--- src/rtl/particle_streamer_pkg.sv ---
// Shared definitions for the particle streamer, the pusher datapath and the particle memory.
package particle_streamer_pkg;

   typedef enum logic [1:0] {
      IDLE   = 2'd0,
      STREAM = 2'd1,
      DRAIN  = 2'd2,
      DONE   = 2'd3
   } streamer_state_t;

   localparam int unsigned DEF_PART_W        = 64;
   localparam int unsigned DEF_NUM_PARTICLES = 1024;

endpackage

--- src/rtl/stream_buf.sv ---
// Synchronous first-word-fall-through FIFO; flush has priority over push and pop.
module stream_buf #(
   parameter int DEPTH = 4,
   parameter int WIDTH = 64
) (
   input  logic                       clk,
   input  logic                       rst,
   input  logic                       flush,
   input  logic                       push,
   input  logic [WIDTH-1:0]           push_data,
   input  logic                       pop,
   output logic [WIDTH-1:0]           head,
   output logic                       empty,
   output logic [$clog2(DEPTH+1)-1:0] count
);

   localparam int CNT_W = $clog2(DEPTH + 1);
   localparam int PTR_W = (DEPTH > 1) ? $clog2(DEPTH) : 1;

   logic [WIDTH-1:0] mem [DEPTH];
   logic [PTR_W-1:0] wr_ptr_q, rd_ptr_q;
   logic [CNT_W-1:0] count_q;
   logic             do_push, do_pop;

   function automatic logic [PTR_W-1:0] incr(input logic [PTR_W-1:0] p);
      return (p == PTR_W'(DEPTH - 1)) ? '0 : p + 1'b1;
   endfunction

   assign empty   = (count_q == '0);
   assign count   = count_q;
   assign head    = mem[rd_ptr_q];
   assign do_push = push && !flush;
   assign do_pop  = pop && !empty && !flush;

   always_ff @(posedge clk) begin
      if (rst || flush) begin
         wr_ptr_q <= '0;
         rd_ptr_q <= '0;
         count_q  <= '0;
      end else begin
         if (do_push) wr_ptr_q <= incr(wr_ptr_q);
         if (do_pop)  rd_ptr_q <= incr(rd_ptr_q);
         count_q <= count_q + CNT_W'(do_push) - CNT_W'(do_pop);
      end
   end

   always_ff @(posedge clk) begin
      if (do_push) mem[wr_ptr_q] <= push_data;
   end

   // The upstream credit rule must keep a push off a full buffer unless a pop frees a slot.
   a_no_overflow : assert property (@(posedge clk) disable iff (rst)
      !(do_push && !do_pop && count_q == CNT_W'(DEPTH)));

endmodule

--- src/rtl/particle_streamer.sv ---
// Walks particle memory once per step, buffers read data under credit control and
// streams it to the pusher, signalling completion once every particle is written back.
module particle_streamer #(
   parameter int NUM_PARTICLES = particle_streamer_pkg::DEF_NUM_PARTICLES,
   parameter int ADDR_W        = 10,
   parameter int PART_W        = particle_streamer_pkg::DEF_PART_W,
   parameter int RD_LAT        = 2,
   parameter int BUF_DEPTH     = 4
) (
   input  logic              clk,
   input  logic              rst,
   input  logic              fifo_ready,
   output logic              mem_rd_en,
   output logic [ADDR_W-1:0] mem_rd_addr,
   input  logic [PART_W-1:0] mem_rd_data,
   output logic              out_valid,
   output logic [PART_W-1:0] out_data,
   input  logic              out_ready,
   input  logic              wb_valid,
   output logic              pusher_done,
   output logic [31:0]       issued_cnt
);

   import particle_streamer_pkg::*;

   localparam int                CNT_W     = $clog2(BUF_DEPTH + 1);
   localparam logic [31:0]       N_PART    = 32'(NUM_PARTICLES);
   localparam logic [ADDR_W-1:0] LAST_ADDR = ADDR_W'(NUM_PARTICLES - 1);

   streamer_state_t   state_q, state_d;
   logic [ADDR_W-1:0] rd_addr_q, rd_addr_d;
   logic [31:0]       issued_q, issued_d, wb_q, wb_d;
   logic [RD_LAT-1:0] pipe_q, pipe_shift;
   logic              active, abort, issue, accept, buf_empty;
   logic [CNT_W-1:0]  buf_count;
   logic [PART_W-1:0] buf_head;

   assign active = (state_q == STREAM) || (state_q == DRAIN);
   assign abort  = active && !fifo_ready;
   // Credits: buffer slots not yet claimed by stored data or reads still in flight.
   assign issue  = (state_q == STREAM) && fifo_ready &&
                   ((int'(buf_count) + $countones(pipe_q)) < BUF_DEPTH);
   assign accept = out_valid && out_ready;

   if (RD_LAT == 1) begin : g_pipe_one
      assign pipe_shift = issue;
   end else begin : g_pipe_multi
      assign pipe_shift = {pipe_q[RD_LAT-2:0], issue};
   end

   stream_buf #(
      .DEPTH(BUF_DEPTH),
      .WIDTH(PART_W)
   ) u_buf (
      .clk      (clk),
      .rst      (rst),
      .flush    (abort),
      .push     (pipe_q[RD_LAT-1]),
      .push_data(mem_rd_data),
      .pop      (accept),
      .head     (buf_head),
      .empty    (buf_empty),
      .count    (buf_count)
   );

   assign mem_rd_en   = issue;
   assign mem_rd_addr = issue ? rd_addr_q : '0;
   assign out_valid   = active && !buf_empty;
   assign out_data    = out_valid ? buf_head : '0;
   assign pusher_done = (state_q == DONE);
   assign issued_cnt  = issued_q;

   always_comb begin
      state_d   = state_q;
      rd_addr_d = rd_addr_q;
      issued_d  = issued_q;
      wb_d      = wb_q;
      if (issue)  rd_addr_d = rd_addr_q + 1'b1;
      if (accept) issued_d  = issued_q + 32'd1;
      if (active && wb_valid && wb_q != N_PART) wb_d = wb_q + 32'd1;
      case (state_q)
         IDLE: begin
            if (fifo_ready) begin
               state_d   = STREAM;
               rd_addr_d = '0;
               issued_d  = '0;
               wb_d      = '0;
            end
         end
         STREAM: begin
            if (!fifo_ready)                           state_d = IDLE;
            else if (issue && rd_addr_q == LAST_ADDR)  state_d = DRAIN;
         end
         DRAIN: begin
            // Next-cycle counts so done follows the final write-back by one cycle.
            if (!fifo_ready)                                           state_d = IDLE;
            else if (issued_d == N_PART && wb_d == N_PART && pipe_q == '0) state_d = DONE;
         end
         DONE: begin
            if (!fifo_ready) state_d = IDLE;
         end
         default: state_d = IDLE;
      endcase
      if (state_d == IDLE && state_q != IDLE) begin
         rd_addr_d = '0;
         issued_d  = '0;
         wb_d      = '0;
      end
   end

   always_ff @(posedge clk) begin
      if (rst) begin
         state_q   <= IDLE;
         rd_addr_q <= '0;
         issued_q  <= '0;
         wb_q      <= '0;
         pipe_q    <= '0;
      end else begin
         state_q   <= state_d;
         rd_addr_q <= rd_addr_d;
         issued_q  <= issued_d;
         wb_q      <= wb_d;
         pipe_q    <= abort ? '0 : pipe_shift;
      end
   end

endmodule

--- config.mk ---
export PLATFORM = sky130hd
export DESIGN_NAME = particle_streamer
export DESIGN_NICKNAME = d
export VERILOG_FILES = /design/src/rtl/particle_streamer_pkg.sv /design/src/rtl/stream_buf.sv /design/src/rtl/particle_streamer.sv
export SDC_FILE = /design/constraint.sdc
export NUM_CORES = 1
export LEC_CHECK = 0
export CAP_MARGIN = 15
export CORE_ASPECT_RATIO = 0.6
export CORE_MARGIN = 8
export CORE_UTILIZATION = 55
export DETAILED_ROUTE_END_ITERATION = 8
export MAX_ROUTING_LAYER = met4
export PLACE_DENSITY = 0.78
export SLEW_MARGIN = 0
export SYNTH_ARGS = -nofsm -noshare
export SYNTH_HDL_FRONTEND = slang
export SYNTH_SLANG_ARGS = --single-unit
--- constraint.sdc ---
create_clock -name clk -period 4.5 [get_ports clk]
set_clock_uncertainty 0.05 [all_clocks]
set_input_delay 0.9 -clock clk [delete_from_list [all_inputs] [get_ports clk]]
set_output_delay 0.9 -clock clk [all_outputs]
set_load 0.01 [all_outputs]
==> impl_metrics.csv, run 1 <==
group,metric,value,unit
place,place_congestion,0.9012,
clocking,post-cts-setup-buffers,0,
synthesis,ys_seq_area_share,58.98,%
place,portBuffers,177,
worst_setup_path,reg2regPathDepth,12,
drt,drt_iter0_markers,1079,
synthesis,synthTopCellsByCount,"256 x edfxtp_1, 102 x nor2_1, 99 x nand3_1, 87 x dfxtp_1, 67 x nor2b_1",
worst_hold_path,hold_path_class,"register to register",
place,post-dp-hpwl,26100,um
worst_setup_path,required,4.93,ns
sta,relSlewSlack,36.39,%
clocking,clkLatencyLatePin,0.57,ns
global_route,antenna_found_initial,2,
finish,final_util,67.85,%
place,dpl_cell_area,18410,um^2
drt,wire_per_inst,21.49,um
power,p_leak,0.006248,uW
place,pre_cts_ws,0.1542,ns
worst_setup_path,start_kind,"register",
finish,stdcell_area,19440,um^2
drt,ant_nets,0,
global_route,grt.overflow.total,0,
floorplanning,die_w,236.1,um
clocking,cts_root_buf,"clkbuf_16",
synthesis,async_flop_share,0,%
synthesis,yosys.area.top_type_share,48.09,%
floorplanning,dieArea,34960,um^2
sta,finalSetupViolations,0,
drt,dr.pass1.iters,9,
drt,num_vias,10830,
synthesis,avgSynthCellArea,13.00,um^2
floorplanning,start_util,55.80,%
synthesis,syn-instance-count,1230,
finish,nets,1497,
floorplanning,ios,178,
clocking,cts_resized,0,
clocking,cts.sinks,343,
power,p_sw_share,20.18,%
worst_setup_path,critPathKind,"register to register",
global_route,grt_pass1_vias,10420,
clocking,htreeDepth,1,
outcome,run_status,"completed",
synthesis,synth.distinct_cells,73,
synthesis,synthTopCellsByArea,"edfxtp_1 48%, dfxtp_1 11%, mux4_2 9.0%",
flow_run,drv_cap,0,
synthesis,synth_enable_flop_cells,256,
power,p_int,5025,uW
power,power,6295,uW
sta,setup_slack,0.3654,ns
power,share_comb_of_total_power,3.3,%
global_route,grt_use_total,22.32,%
worst_setup_path,timing.critical_path.to_type,"register",
sta,rsz0062_at_grt,"false",
worst_hold_path,hold_depth,2,
power,vdd_drop_max,0.3333,mV
clocking,cts_tree,"done",
worst_setup_path,critPathArrivalTime,4.56,ns
synthesis,mappedNetlistArea,15990,um^2
floorplanning,die_h,148.1,um
power,p_per_area,323.9,nW/um^2
sta,tightest_slew,0.9541,ns
synthesis,yosysMostFrequentCell,"edfxtp_1",
power,clkPwrFrac,42.5,%
sta,fmax,241.9,MHz
drt,wirelength,38900,um
sta,period_minus_slack,4.135,ns
sta,hold_viol,0,
clocking,hold_buffers,0,
finish,area_growth,21.58,%
synthesis,synthFlopType,"edfxtp_1",
clocking,cts-buffers-inserted,31,
drt,viasPerCell,5.983,
finish,drive_gt1_share,14.10,%
power,p_sw,1270,uW
power,pwr-share-seq,54.1,%
sta,drv_slew,0,
synthesis,yosysTopAreaCell,"edfxtp_1",
synthesis,ys_warn_count,0,
synthesis,syn_nets,1319,
sta,period_share,91.88,%
sta,fin_setup_tns,0,ns
clocking,cts_buffer_depth,3,
global_route,grt_max_degree,66,
floorplanning,core-area,28650,um^2
drt,drc,0,
synthesis,ys_ff_latch,343,
floorplanning,rows,48,
clocking,clkTransAtPathRegs,0.06,ns
global_route,grt_pass1_wl,60780,um
worst_setup_path,path_max_fanout,10,
[per-stage QoR]
step	hold slack, ns	cells
global route	0.5164	1810
global placement	0.4112	1750
CTS	0.4697	1808
finish	0.4632	1810
detailed placement	0.4418	1750
floorplan	0.4041	1230
[state kept, by name, summed over array words and instances, names as in the netlist, named ones only]
name,count
u_buf.mem,256
issued_cnt,32
wb_q,32
rd_addr_q,10
u_buf.count,3
pipe_q,2
state_q,2
u_buf.rd_ptr_q,2
u_buf.wr_ptr_q,2
[cell usage in the layout (no fill, tap or decap), types with 34 or more instances in the layout]
master / count
nand2_1: 48
clkdlybuf4s50_1: 177
xor2_1: 34
dfxtp_1: 85
nand3_1: 99
xnor2_1: 42
nor2_1: 102
nor2b_1: 67
inv_1: 55
edfxtp_1: 256
mux4_2: 64
[cell type report]
type,instances,area [um^2]
sequential,343,9434
fill,1973,9211
multi-input combinational,760,6076
timing repair buffer,217,2222
clock buffer,41,833.3
tap,375,469.2
inverter,55,206.4
clock inverter,17,190.2
antenna,2,5.005
[power by group through the flow]
stage / registers (uW) / clock network [uW] / logic (uW)
detailed placement: 3480 / 0 / 208
finish: 3410 / 2680 / 210
CTS: 3410 / 2720 / 210
floorplan: 3480 / 0 / 84.7
global placement: 3480 / 0 / 202
global route: 3410 / 2830 / 225
[path summary, 6_finish.rpt]
kind / start / to / slack (ns)
setup / recovery: state_q[1] / rd_addr_q[2] / 0.37
setup reg to reg: state_q[1] / rd_addr_q[2] / 0.37
hold / removal: u_buf.rd_ptr_q[1] / register / 0.46
hold reg to reg: u_buf.rd_ptr_q[1] / register / 0.46
[worst max-delay path, cell delays in order (launching register included)]
cell and delay [ns]:
dfxtp_1 0.38, inv_1 0.15, ha_1 0.57, nand3_1 0.32
nor4_4 0.49, nand4_1 0.17, xor2_1 0.31, o2111a_1 0.24
nand4_1 0.24, o41ai_4 0.50, buf_4 0.26, nand3_4 0.15
a21oi_1 0.20
[per-layer routing]
layer / wire length (um) / up-vias / GRT usage, %
met4: 799 / 0 / 4.957
li1: - / 4960 / -
met3: 2809 / 53 / 3.769
met1: 17310 / 5387 / 32.00
met2: 17970 / 430 / 33.45
met5: 0 / - / -
[cell families after synthesis]
logic type      after synthesis  synth area share (%)
mux                          77                 9.861
compound gates              127                 6.332
fa+ha+maj                    20                 1.612
xor+xnor                     76                 4.164
simple gates                460                 15.68
buf+inv                     127                 3.365
flops                       343                 58.98
Note: power is estimated with default switching activity, not from simulation.
==> inputs of run 2 (changes only) <==
Settings changed: PLACE_DENSITY 0.78 to 0.83.
==> run 2 against run 1 <==
Against the previous run:
- sequential power hardly changed
- design area is 0.11% lower
- via count is 0.12% lower
- fmax is 2.9% lower
- register-to-register slack worse by 0.12 ns
- largest power group unchanged
- highest routed layer unchanged
==> impl_metrics.csv, run 2 (synthesis results as in run 1) <==
group,metric,value,unit
outcome,run_status,"completed",
drt,num_vias,10820,
clocking,cts-buffers-inserted,31,
floorplanning,die_h,148.1,um
worst_setup_path,slowest_stage,"nor4_1",
clocking,cts_resized,0,
global_route,grt_max_degree,65,
worst_setup_path,critPathArrivalTime,4.69,ns
clocking,htreeDepth,1,
finish,regMostFlops,"u_buf.mem",
floorplanning,core-area,28650,um^2
clocking,clkTransAtPathRegs,0.06,ns
finish,largest_reg_flops,256,
place,pre_cts_ws,0.07433,ns
sta,period_minus_slack,4.258,ns
power,p_leak,0.006224,uW
drt,drt_iter0_markers,1067,
worst_setup_path,crit_top_cell,"buf_4",
sta,hold_viol,0,
place,place_congestion,0.9561,
drt,wire_per_inst,22.18,um
power,p_per_area,325.6,nW/um^2
clocking,cts_buffer_depth,3,
sta,rsz0062_at_grt,"false",
drt,drc,0,
worst_setup_path,cp_cell_sequence,"inv_1 -> ha_1 -> o311ai_4 -> buf_4 -> nor4_1 -> buf_4 -> mux2i_1 -> nor3b_1 -> nand4_1 -> o41ai_4 -> buf_4 -> nand3_4 -> a21oi_1",
clocking,cts_root_buf,"clkbuf_16",
worst_setup_path,required,4.93,ns
finish,mostFrequentLayoutCell,"edfxtp_1",
floorplanning,die_w,236.1,um
place,post-dp-hpwl,26800,um
clocking,post-cts-setup-buffers,0,
worst_setup_path,crit_family,"simple AND/OR/NAND/NOR gates",
drt,wirelength,40020,um
finish,nets,1494,
sta,setup_slack,0.2423,ns
sta,fin_setup_tns,0,ns
drt,viasPerCell,5.996,
clocking,cts.sinks,343,
worst_setup_path,timing.critical_path.to_type,"register",
worst_setup_path,start_kind,"register",
worst_setup_path,crit_buf_inv,4,
worst_setup_path,critPathKind,"register to register",
sta,drv_slew,0,
drt,ant_nets,0,
worst_setup_path,path_max_fanout,10,
place,portBuffers,177,
clocking,clkLatencyLatePin,0.56,ns
sta,relSlewSlack,42.36,%
power,vdd_drop_max,0.3932,mV
sta,fmax,234.9,MHz
drt,dr.pass1.iters,5,
floorplanning,rows,48,
global_route,grt_pass1_wl,62430,um
flow_run,drv_cap,0,
sta,period_share,94.62,%
floorplanning,ios,178,
clocking,hold_buffers,0,
global_route,grt_use_total,23.13,%
worst_hold_path,hold_path_class,"register to register",
worst_setup_path,critPathMaxStageDelay,0.61,ns
floorplanning,start_util,55.80,%
finish,drive_gt1_share,14.15,%
finish,area_growth,21.44,%
clocking,cts_tree,"done",
finish,final_cell_mix,"256 x edfxtp_1, 177 x clkdlybuf4s50_1, 102 x nor2_1",
global_route,grt_pass1_vias,10580,
floorplanning,dieArea,34960,um^2
global_route,grt.overflow.total,0,
sta,finalSetupViolations,0,
sta,tightest_slew,0.8646,ns
global_route,antenna_found_initial,1,
-- run 2: changes by cell type in the layout (fill, tap and decap cells not counted), sizes merged --
| cell | before | now |
|---|---|---|
| buf | 40 | 37 |
| bufinv | 4 | 5 |
| clkbuf | 41 | 39 |
| clkinv | 9 | 7 |
| clkinvlp | 2 | 5 |
| diode | 2 | 1 |
| inv | 57 | 55 |
-- run 2: layer usage --
| metal | up-vias | GRT usage [%] | wire (um) |
|---|---|---|---|
| met5 | - | - | 0 |
| met3 | 50 | 5.285 | 3536 |
| met1 | 5330 | 32.65 | 17640 |
| li1 | 4949 | - | - |
| met4 | 0 | 5.143 | 787 |
| met2 | 488 | 34.18 | 18060 |
-- run 2: worst min-delay path, cell delays in order (launching register included) --
cell     delay (ns)
dfxtp_1        0.31
nand2_1        0.05
a21oi_1        0.07
-- run 2: cell type report --
type,count,area [um^2]
Antenna cell,1,2.502
Multi-Input combinational cell,760,6076
Fill cell,1945,9233
Tap cell,375,469.2
Timing Repair Buffer,214,2200
Clock inverter,17,211.5
Inverter,55,206.4
Sequential cell,343,9434
Clock buffer,39,815.8
-- run 2: per-stage QoR --
step	hold WS, ns	instances	total power [uW]	instance area, um^2	utilization (%)
final	0.4278	1804	6321	19410	67.77
after global routing	0.4485	1804	6501	19410	67.77
after CTS	0.4322	1803	6374	19410	67.76
after detailed placement	0.4193	1747	3685	18390	64.18
after global placement	0.4241	1747	3677	18390	64.18
after floorplan	0.4041	1230	3561	15990	-
-- run 2: worst paths after layout --
path | startpoint | end | slack [ns] | cells past startpoint
worst max-delay path | state_q[0] | rd_addr_q[7] | 0.24 | 13
worst min-delay path | u_buf.rd_ptr_q[1] | register | 0.43 | 2
worst min register to register | u_buf.rd_ptr_q[1] | register | 0.43 | 2
worst max register to register | state_q[0] | rd_addr_q[7] | 0.24 | 13
-- run 2: power breakdown --
group          switching (uW)  total [uW]  leakage [uW]  internal (uW)
registers                6.29        3410       0.00300           3400
logic                     120         211       0.00273           90.7
clock network            1140        2700      0.000489           1560
total                    1260        6320       0.00622           5060
